## src/rtl/led_pattern_pkg.sv

```systemverilog
// Shared types and constants for the LED pattern generator.
// Counter widths up to CFG_W bits are supported.
package led_pattern_pkg;

    localparam int unsigned CH_IDX_W = 4;
    localparam int unsigned CFG_W    = 32;

    typedef enum logic [1:0] {
        MODE_OFF   = 2'd0,
        MODE_ON    = 2'd1,
        MODE_BLINK = 2'd2,
        MODE_PWM   = 2'd3
    } mode_e;

    typedef struct packed {
        mode_e            mode;
        logic [CFG_W-1:0] period;
        logic [CFG_W-1:0] duty;
    } cfg_t;

    localparam int unsigned CFG_BITS = $bits(cfg_t);

    // A programmed period of 0 behaves as a period of 1.
    function automatic logic [CFG_W-1:0] last_count(input logic [CFG_W-1:0] period);
        return (period == '0) ? '0 : period - 1'b1;
    endfunction

endpackage

```

## src/rtl/led_pattern_channel.sv

```systemverilog
// One LED channel: period counter, double-buffered configuration and registered LED/wrap outputs.
// Shadow settings move to the active set only at a safe point, so the LED never glitches.
module led_pattern_channel
    import led_pattern_pkg::*;
#(
    parameter int unsigned CNT_W          = 32,
    parameter int unsigned DEFAULT_PERIOD = 25000000
) (
    input  logic                pi_clk,
    input  logic                pi_rst,
    input  logic                pi_wr_en,
    input  logic [CFG_BITS-1:0] pi_cfg,
    input  logic                pi_sync,
    output logic                po_pending,
    output logic                po_led,
    output logic                po_wrap
);

    cfg_t             act_q, act_d;
    cfg_t             sh_q, sh_d;
    cfg_t             reset_cfg;
    cfg_t             wr_cfg;
    logic             pend_q, pend_d;
    logic [CNT_W-1:0] cnt_q, cnt_d;
    logic             level_q, level_d;
    logic             led_q, led_d;
    logic             wrap_q, wrap_d;
    logic             wrap;
    logic             apply;
    logic             static_mode;

    assign reset_cfg = '{mode: MODE_BLINK, period: CFG_W'(DEFAULT_PERIOD), duty: '0};
    assign wr_cfg    = cfg_t'(pi_cfg);
    assign wrap      = (CFG_W'(cnt_q) == last_count(act_q.period));

    // NOTE: state updates use non-blocking assignments so every register samples pre-edge values.
    always_ff @(posedge pi_clk) begin
        if (pi_rst) begin
            act_q   <= reset_cfg;
            sh_q    <= reset_cfg;
            pend_q  <= 1'b0;
            cnt_q   <= '0;
            level_q <= 1'b0;
            led_q   <= 1'b0;
            wrap_q  <= 1'b0;
        end else begin
            act_q   <= act_d;
            sh_q    <= sh_d;
            pend_q  <= pend_d;
            cnt_q   <= cnt_d;
            level_q <= level_d;
            led_q   <= led_d;
            wrap_q  <= wrap_d;
        end
    end

    always_comb begin
        // NOTE: every signal written here gets a default first, so no path can infer a latch.
        act_d       = act_q;
        sh_d        = sh_q;
        pend_d      = pend_q;
        cnt_d       = cnt_q + 1'b1;
        level_d     = level_q;
        wrap_d      = wrap;
        led_d       = 1'b0;
        static_mode = (act_q.mode == MODE_OFF) || (act_q.mode == MODE_ON);

        // Sync overrides a coincident wrap: no pulse, no toggle, level restarts low.
        if (pi_sync) begin
            cnt_d   = '0;
            level_d = 1'b0;
            wrap_d  = 1'b0;
        end else if (wrap) begin
            cnt_d = '0;
            if (act_q.mode == MODE_BLINK) begin
                level_d = ~level_q;
            end
        end

        case (act_q.mode)
            MODE_OFF:   led_d = 1'b0;
            MODE_ON:    led_d = 1'b1;
            MODE_BLINK: led_d = level_d;
            MODE_PWM:   led_d = (CFG_W'(cnt_q) < act_q.duty);
            default:    led_d = 1'b0;
        endcase

        // Level is deliberately left alone on apply so a BLINK pattern continues seamlessly.
        apply = pend_q && (pi_sync || static_mode || wrap);
        if (apply) begin
            act_d  = sh_q;
            cnt_d  = '0;
            pend_d = 1'b0;
        end

        if (pi_wr_en) begin
            sh_d   = wr_cfg;
            pend_d = 1'b1;
        end
    end

    assign po_pending = pend_q;
    assign po_led     = led_q;
    assign po_wrap    = wrap_q;

endmodule

```

## src/rtl/led_pattern_generator.sv

```systemverilog
// Multi-channel LED pattern generator: write decode, per-channel ready and error pulse.
// Define LED_PATTERN_SYNC_EN to add pi_sync, which phase-aligns all channels.
module led_pattern_generator
    import led_pattern_pkg::*;
#(
    parameter int unsigned NUM_CH         = 4,
    parameter int unsigned CNT_W          = 32,
    parameter int unsigned DEFAULT_PERIOD = 25000000
) (
    input  logic                pi_clk,
    input  logic                pi_rst,
`ifdef LED_PATTERN_SYNC_EN
    input  logic                pi_sync,
`endif
    input  logic                pi_cfg_valid,
    output logic                po_cfg_ready,
    input  logic [CH_IDX_W-1:0] pi_cfg_ch,
    input  logic [1:0]          pi_cfg_mode,
    input  logic [CNT_W-1:0]    pi_cfg_period,
    input  logic [CNT_W-1:0]    pi_cfg_duty,
    output logic                po_cfg_err,
    output logic [NUM_CH-1:0]   po_led,
    output logic [NUM_CH-1:0]   po_wrap
);

    logic              sync;
    logic [NUM_CH-1:0] pending;
    logic [NUM_CH-1:0] wr_en;
    logic              ch_in_range;
    logic              accept;
    logic              err_q, err_d;
    cfg_t              wr_cfg;

`ifdef LED_PATTERN_SYNC_EN
    assign sync = pi_sync;
`else
    assign sync = 1'b0;
`endif

    // Out-of-range indices are always ready so their writes can be flagged rather than stall.
    always_comb begin
        ch_in_range  = 1'b0;
        po_cfg_ready = 1'b1;
        for (int i = 0; i < NUM_CH; i++) begin
            if (pi_cfg_ch == CH_IDX_W'(i)) begin
                ch_in_range  = 1'b1;
                po_cfg_ready = ~pending[i];
            end
        end
    end

    assign accept = pi_cfg_valid && po_cfg_ready;
    assign err_d  = accept && !ch_in_range;
    assign wr_cfg = '{mode:   mode_e'(pi_cfg_mode),
                      period: CFG_W'(pi_cfg_period),
                      duty:   CFG_W'(pi_cfg_duty)};

    always_comb begin
        wr_en = '0;
        for (int i = 0; i < NUM_CH; i++) begin
            wr_en[i] = accept && (pi_cfg_ch == CH_IDX_W'(i));
        end
    end

    always_ff @(posedge pi_clk) begin
        if (pi_rst) begin
            err_q <= 1'b0;
        end else begin
            err_q <= err_d;
        end
    end

    assign po_cfg_err = err_q;

    for (genvar g = 0; g < NUM_CH; g++) begin : g_ch
        led_pattern_channel #(
            .CNT_W          (CNT_W),
            .DEFAULT_PERIOD (DEFAULT_PERIOD)
        ) u_ch (
            .pi_clk     (pi_clk),
            .pi_rst     (pi_rst),
            .pi_wr_en   (wr_en[g]),
            .pi_cfg     (wr_cfg),
            .pi_sync    (sync),
            .po_pending (pending[g]),
            .po_led     (po_led[g]),
            .po_wrap    (po_wrap[g])
        );
    end

endmodule

```

## config.mk

```make
export PLATFORM = sky130hd
export DESIGN_NAME = led_pattern_generator
export DESIGN_NICKNAME = d
export VERILOG_FILES = /design/src/rtl/led_pattern_pkg.sv /design/src/rtl/led_pattern_channel.sv /design/src/rtl/led_pattern_generator.sv
export SDC_FILE = /design/constraint.sdc
export NUM_CORES = 2
export LEC_CHECK = 0
export CAP_MARGIN = 10
export CORE_MARGIN = 3
export CORE_UTILIZATION = 25
export DETAILED_ROUTE_END_ITERATION = 8
export PLACE_DENSITY_LB_ADDON = 0.15
export SLEW_MARGIN = 0
export SYNTH_ARGS = -nofsm -noshare
export SYNTH_HDL_FRONTEND = slang
export SYNTH_HIERARCHICAL = 1
export SYNTH_SLANG_ARGS = --single-unit
export TNS_END_PERCENT = 10
```

## constraint.sdc

```tcl
create_clock -name pi_clk -period 8.2 [get_ports pi_clk]
set_input_delay 1.23 -clock pi_clk [delete_from_list [all_inputs] [get_ports pi_clk]]
set_output_delay 1.23 -clock pi_clk [all_outputs]
set_load 0.005 [all_outputs]
```

==> summary.md <==
The share of power burned in the clock network is 50.8%. The synthesized design contains 0 enable-type register cells. Summed over all cells, the static leakage comes to 13.7 nW. Measured against the total synthesized area, the mux share comes to 13.3%. For the final routed database, the setup TNS stands at 0 ns. The clock passes through at most 3 buffers. The detail route stage leaves a number of antenna-violating nets equal to 0. In this run switching power makes up 24.0% of total power. Worst endpoint data arrival time: 5.59 ns.

Dividing the detail-routed via count by the number of cells gives 4.69. Of all flip-flops after synthesis, the portion carrying an async set or reset was 0%. For the total DRC errors in the routed layout, the log shows 0. The maximum frequency from static timing analysis is 0.201 GHz. The tools report the number of gates given a new drive strength after cts as 0. Once the clock tree was built, the setup fixing pass inserted 0 buffers. The worst setup path is captured at a flip-flop. Dividing the final minimum period by the clock period gives 60.6%. The flow ran to the end, and the final reports show no timing, DRC or antenna violations. Of the total synthesized cell area, the portion taken by AND, OR, NAND and NOR gates is 26.1%. Main flop type after synthesis: sky130_fd_sc_hd__dfxtp_1. The number of placement rows came out at 140.

Entering global routing, the biggest net connects 202 pins. The region available for standard cell placement spans 146000 um^2. For the number of sinks handled by clock tree synthesis, the log shows 673.

Routability-driven placement finished with a final weighted congestion of 0.887. The root buffer cell chosen for the clock tree is sky130_fd_sc_hd__clkbuf_16. The logs give 22 for the initial antenna violation count and 0.00559 W for the internal power. Type of element launching the critical path: a flip-flop. For this block, the initial DRC count from the detailed router was 1870. Share of layout cells above drive strength 1: 5.62%. The number of buffers added by the clock tree synthesis step was 83.

The worst setup path is of the flip-flop to flip-flop kind. The flip-flop and latch count after synthesis was 673. For the placed wire-length estimate, the log shows 92.2 mm.

The register clock-pin slew on the reported worst setup and hold paths came out at 0.06 ns. STA puts the critical path data required time at 8.82 ns. The H-tree generated during clock tree synthesis spans 3 levels.

After synthesis, the netlist uses 85 different library cells. The instance count of the mapped netlist was 4169; the routed wire length was 128 mm. Of the synthesized area, sequential elements account for 36.7%.

The pre-antenna-repair detailed-routing pass consisted of 5 iterations. Once the floorplan was initialized, standard cells occupied 25.2% of the core. For the overall track demand over capacity in global routing, the log shows 16.6%. Pin placement for this block handled 83 I/O pins. The insertion delay to the later sink of the worst-skew pair was 0.70 ns; the die width was 389 um. Maximum resistive drop on vdd: 0.000151 V. The combinational fraction of design power is 4.2%.

Between clock sinks in the finished design, the worst skew comes to 0.0272 ns. The run gives 27.5k as the via count of the first global-routing pass. At the pin with the least slew margin, the transition time is 1.16 ns. The layout overhead on the synthesized area is 14.0%. The final-stage net count came out at 4339. After Yosys synthesis, XOR and XNOR cells account for 5.64% of the synthesized area. The die area was 152000 um^2; the area of the multi-input gates was 21500 um^2. Input and output buffers added on the ports amount to 82. The vias after detailed routing is 28.7k.

The max capacitance violation total came out at 0. The power per cell area was 176 nW/um^2. The worst hold path belongs to the class flip-flop to flip-flop.

In this run the vertical extent of the chip is 389 um. The first global-routing pass estimated 188 mm of wire. The tools report the mapped cell area as 36700 um^2. TritonCTS built the clock tree.

Of all nets on the critical path, the largest fanout is 33. Of the total synthesized cell area, the portion taken by full adders, half adders and majority gates is 4.49%. The share of the synthesized area in compound gates (AO/OA/AOI/OAI) came out at 8.70%. Across all hold checks on the routed design, the worst slack comes to 0.469 ns.

The filler cells instantiated in the layout total 15.6k. The final period demand of the worst path works out to 4.97 ns. Dividing the detail-routed wire length by the instance count gives 21.0 um. The dominant combinational cell family by area after synthesis was simple AND/OR/NAND/NOR gates. After clock tree synthesis, the flow added hold-fix buffers numbering 0. Sequential cells burn 44.9% of the power. The total overflow left after global routing is 0. The sequential cells in the finished layout cover a total of 13500 um^2. The logs give 0.00177 W for the net switching component of the power and 0 for the final hold violation count. Setup repair after global routing left no endpoint under its margin. Relative slew slack: 22.6%.

After synthesis, the mean cell area works out to 8.81 um^2. Setup violations remaining at the end of the flow were counted as 0. The count of pins over their slew limit is 0, and the count of warnings emitted by yosys is 6.
path summary, 6_finish.rpt:
path                                       startpoint  slack, ns                                  end  cells past startpoint
hold reg to reg    g_ch[2].u_ch/sh_q[11]$_SDFFE_PP0P_       0.47  g_ch[2].u_ch/act_q[11]$_SDFFE_PP0P_                      2
setup / recovery  g_ch[1].u_ch/act_q[48]$_SDFFE_PP1P_       3.23  g_ch[1].u_ch/act_q[35]$_SDFFE_PP0P_                     11
hold / removal     g_ch[2].u_ch/sh_q[11]$_SDFFE_PP0P_       0.47  g_ch[2].u_ch/act_q[11]$_SDFFE_PP0P_                      2
setup reg to reg  g_ch[1].u_ch/act_q[48]$_SDFFE_PP1P_       3.23  g_ch[1].u_ch/act_q[35]$_SDFFE_PP0P_                     11
metal layers:
metal / global-route usage, % / up-vias / wire [um]
li1: - / 14400 / -
met1: 21.8 / 13700 / 58900
met2: 27.3 / 483 / 59800
met3: 2.63 / 186 / 4900
met4: 6.07 / 2 / 4560
met5: 0 / - / 10
per-stage QoR:
stage	power [W]	util (%)	area [um^2]	setup slack, ns	instances
floorplan	0.00353	-	36800	4.37	4179
global placement	0.00370	26.9	39100	3.21	5966
detailed placement	0.00370	26.9	39100	3.24	5966
CTS	0.00751	28.7	41900	3.20	6116
global route	0.00764	28.7	41900	2.81	6116
finish	0.00737	28.7	41900	3.23	6117
power groups by stage:
stage | Combinational [W] | Sequential, W | Clock [W]
after global placement | 0.000323 | 0.00338 | 0
after detailed placement | 0.000323 | 0.00338 | 0
after global routing | 0.000336 | 0.00331 | 0.00399
final | 0.000312 | 0.00331 | 0.00374
after floorplan | 0.000156 | 0.00337 | 0
after CTS | 0.000324 | 0.00331 | 0.00388
cells by family after synthesis:
logic type,Yosys count
and+or+nand+nor,1777
DFF,673
muxes,487
AOI/OAI and AO/OA,441
buffers and inverters,427
xor gates and xnor gates,231
adders and majority gates,132
other,1
layout make-up:
cell class              count  area share [%]
inverters                 180            1.61
well taps                1917            5.73
flip-flops and latches    673            32.2
clock buffers             125            5.74
diodes                      1         0.00598
multi-input cells        3079            51.3
repair buffers            117            2.66
clock inverters            25           0.789
layout by cell type (no fill, tap or decap), drive strengths merged, types with 15 or more instances in the layout:
master         synthesis  final
or3                   44     44
nand4                 85     85
nand3                 83     83
nor4b                 18     18
nor4                  69     69
nand2b               449    449
a21o                  73     73
nand2                117    117
o21ai                 76     76
and3                  52     52
or4                   38     38
mux2i                485    485
inv                  180    185
nor2                 585    585
clkdlybuf4s50          0     81
clkbuf               181    125
xnor2                131    131
a211o                 55     55
xor2                  98     98
a211oi                23     23
or2                   15     15
ha                   132    132
a21oi                 65     65
nor3                  98     98
nor3b                 21     21
dfxtp                673    673
buf                   66     36
a31oi                 23     23
nor2b                 67     67
sequential cells by signal, indices dropped and copies added, names as in the netlist:
name	count
g_ch.u_ch/po_wrap	4
g_ch.u_ch/po_led	4
g_ch.u_ch/act_q	264
g_ch.u_ch/level_q	4
po_cfg_err	1
g_ch.u_ch/sh_q	264
g_ch.u_ch/cnt_q	128
g_ch.u_ch/po_pending	4
Yosys cell counts (all sizes together) (5+ instances only):
cell / n / area [um^2]
a211o: 55 / 482
a211oi: 23 / 178
a21o: 73 / 548
a21oi: 65 / 325
a2bb2oi: 5 / 43.8
a311oi: 6 / 52.6
a31oi: 23 / 189
a32o: 6 / 60.1
a41oi: 6 / 52.6
and2: 10 / 62.6
and3: 52 / 325
and4: 10 / 87.6
buf: 66 / 499
clkbuf: 181 / 679
dfxtp: 673 / 13500
ha: 132 / 1650
inv: 180 / 676
mux2i: 485 / 4850
nand2: 117 / 439
nand2b: 449 / 2810
nand3: 83 / 415
nand4: 85 / 583
nand4b: 7 / 61.3
nor2: 585 / 2200
nor2b: 67 / 419
nor3: 98 / 521
nor3b: 21 / 163
nor4: 69 / 508
nor4b: 18 / 195
o2111ai: 5 / 43.8
o211ai: 8 / 60.1
o21ai: 76 / 380
o221ai: 10 / 87.6
o31a: 12 / 105
o31ai: 12 / 90.1
o32ai: 7 / 61.3
o41ai: 6 / 52.6
or2: 15 / 93.8
or3: 44 / 275
or4: 38 / 360
xnor2: 131 / 1170
xor2: 98 / 858
worst max-delay path: stages, from the launching register on:
cell,delay [ns]
sky130_fd_sc_hd__dfxtp_1,0.38
sky130_fd_sc_hd__or4_4,0.57
sky130_fd_sc_hd__nor3_1,0.78
sky130_fd_sc_hd__nand3_1,0.55
sky130_fd_sc_hd__nor3_1,0.28
sky130_fd_sc_hd__nor3_1,0.11
sky130_fd_sc_hd__a311o_1,0.29
sky130_fd_sc_hd__nor4_2,0.40
sky130_fd_sc_hd__nand4_4,0.24
sky130_fd_sc_hd__a31oi_4,0.39
sky130_fd_sc_hd__buf_4,0.57
sky130_fd_sc_hd__mux2i_1,0.26
Power figures use the tool's default switching activity.
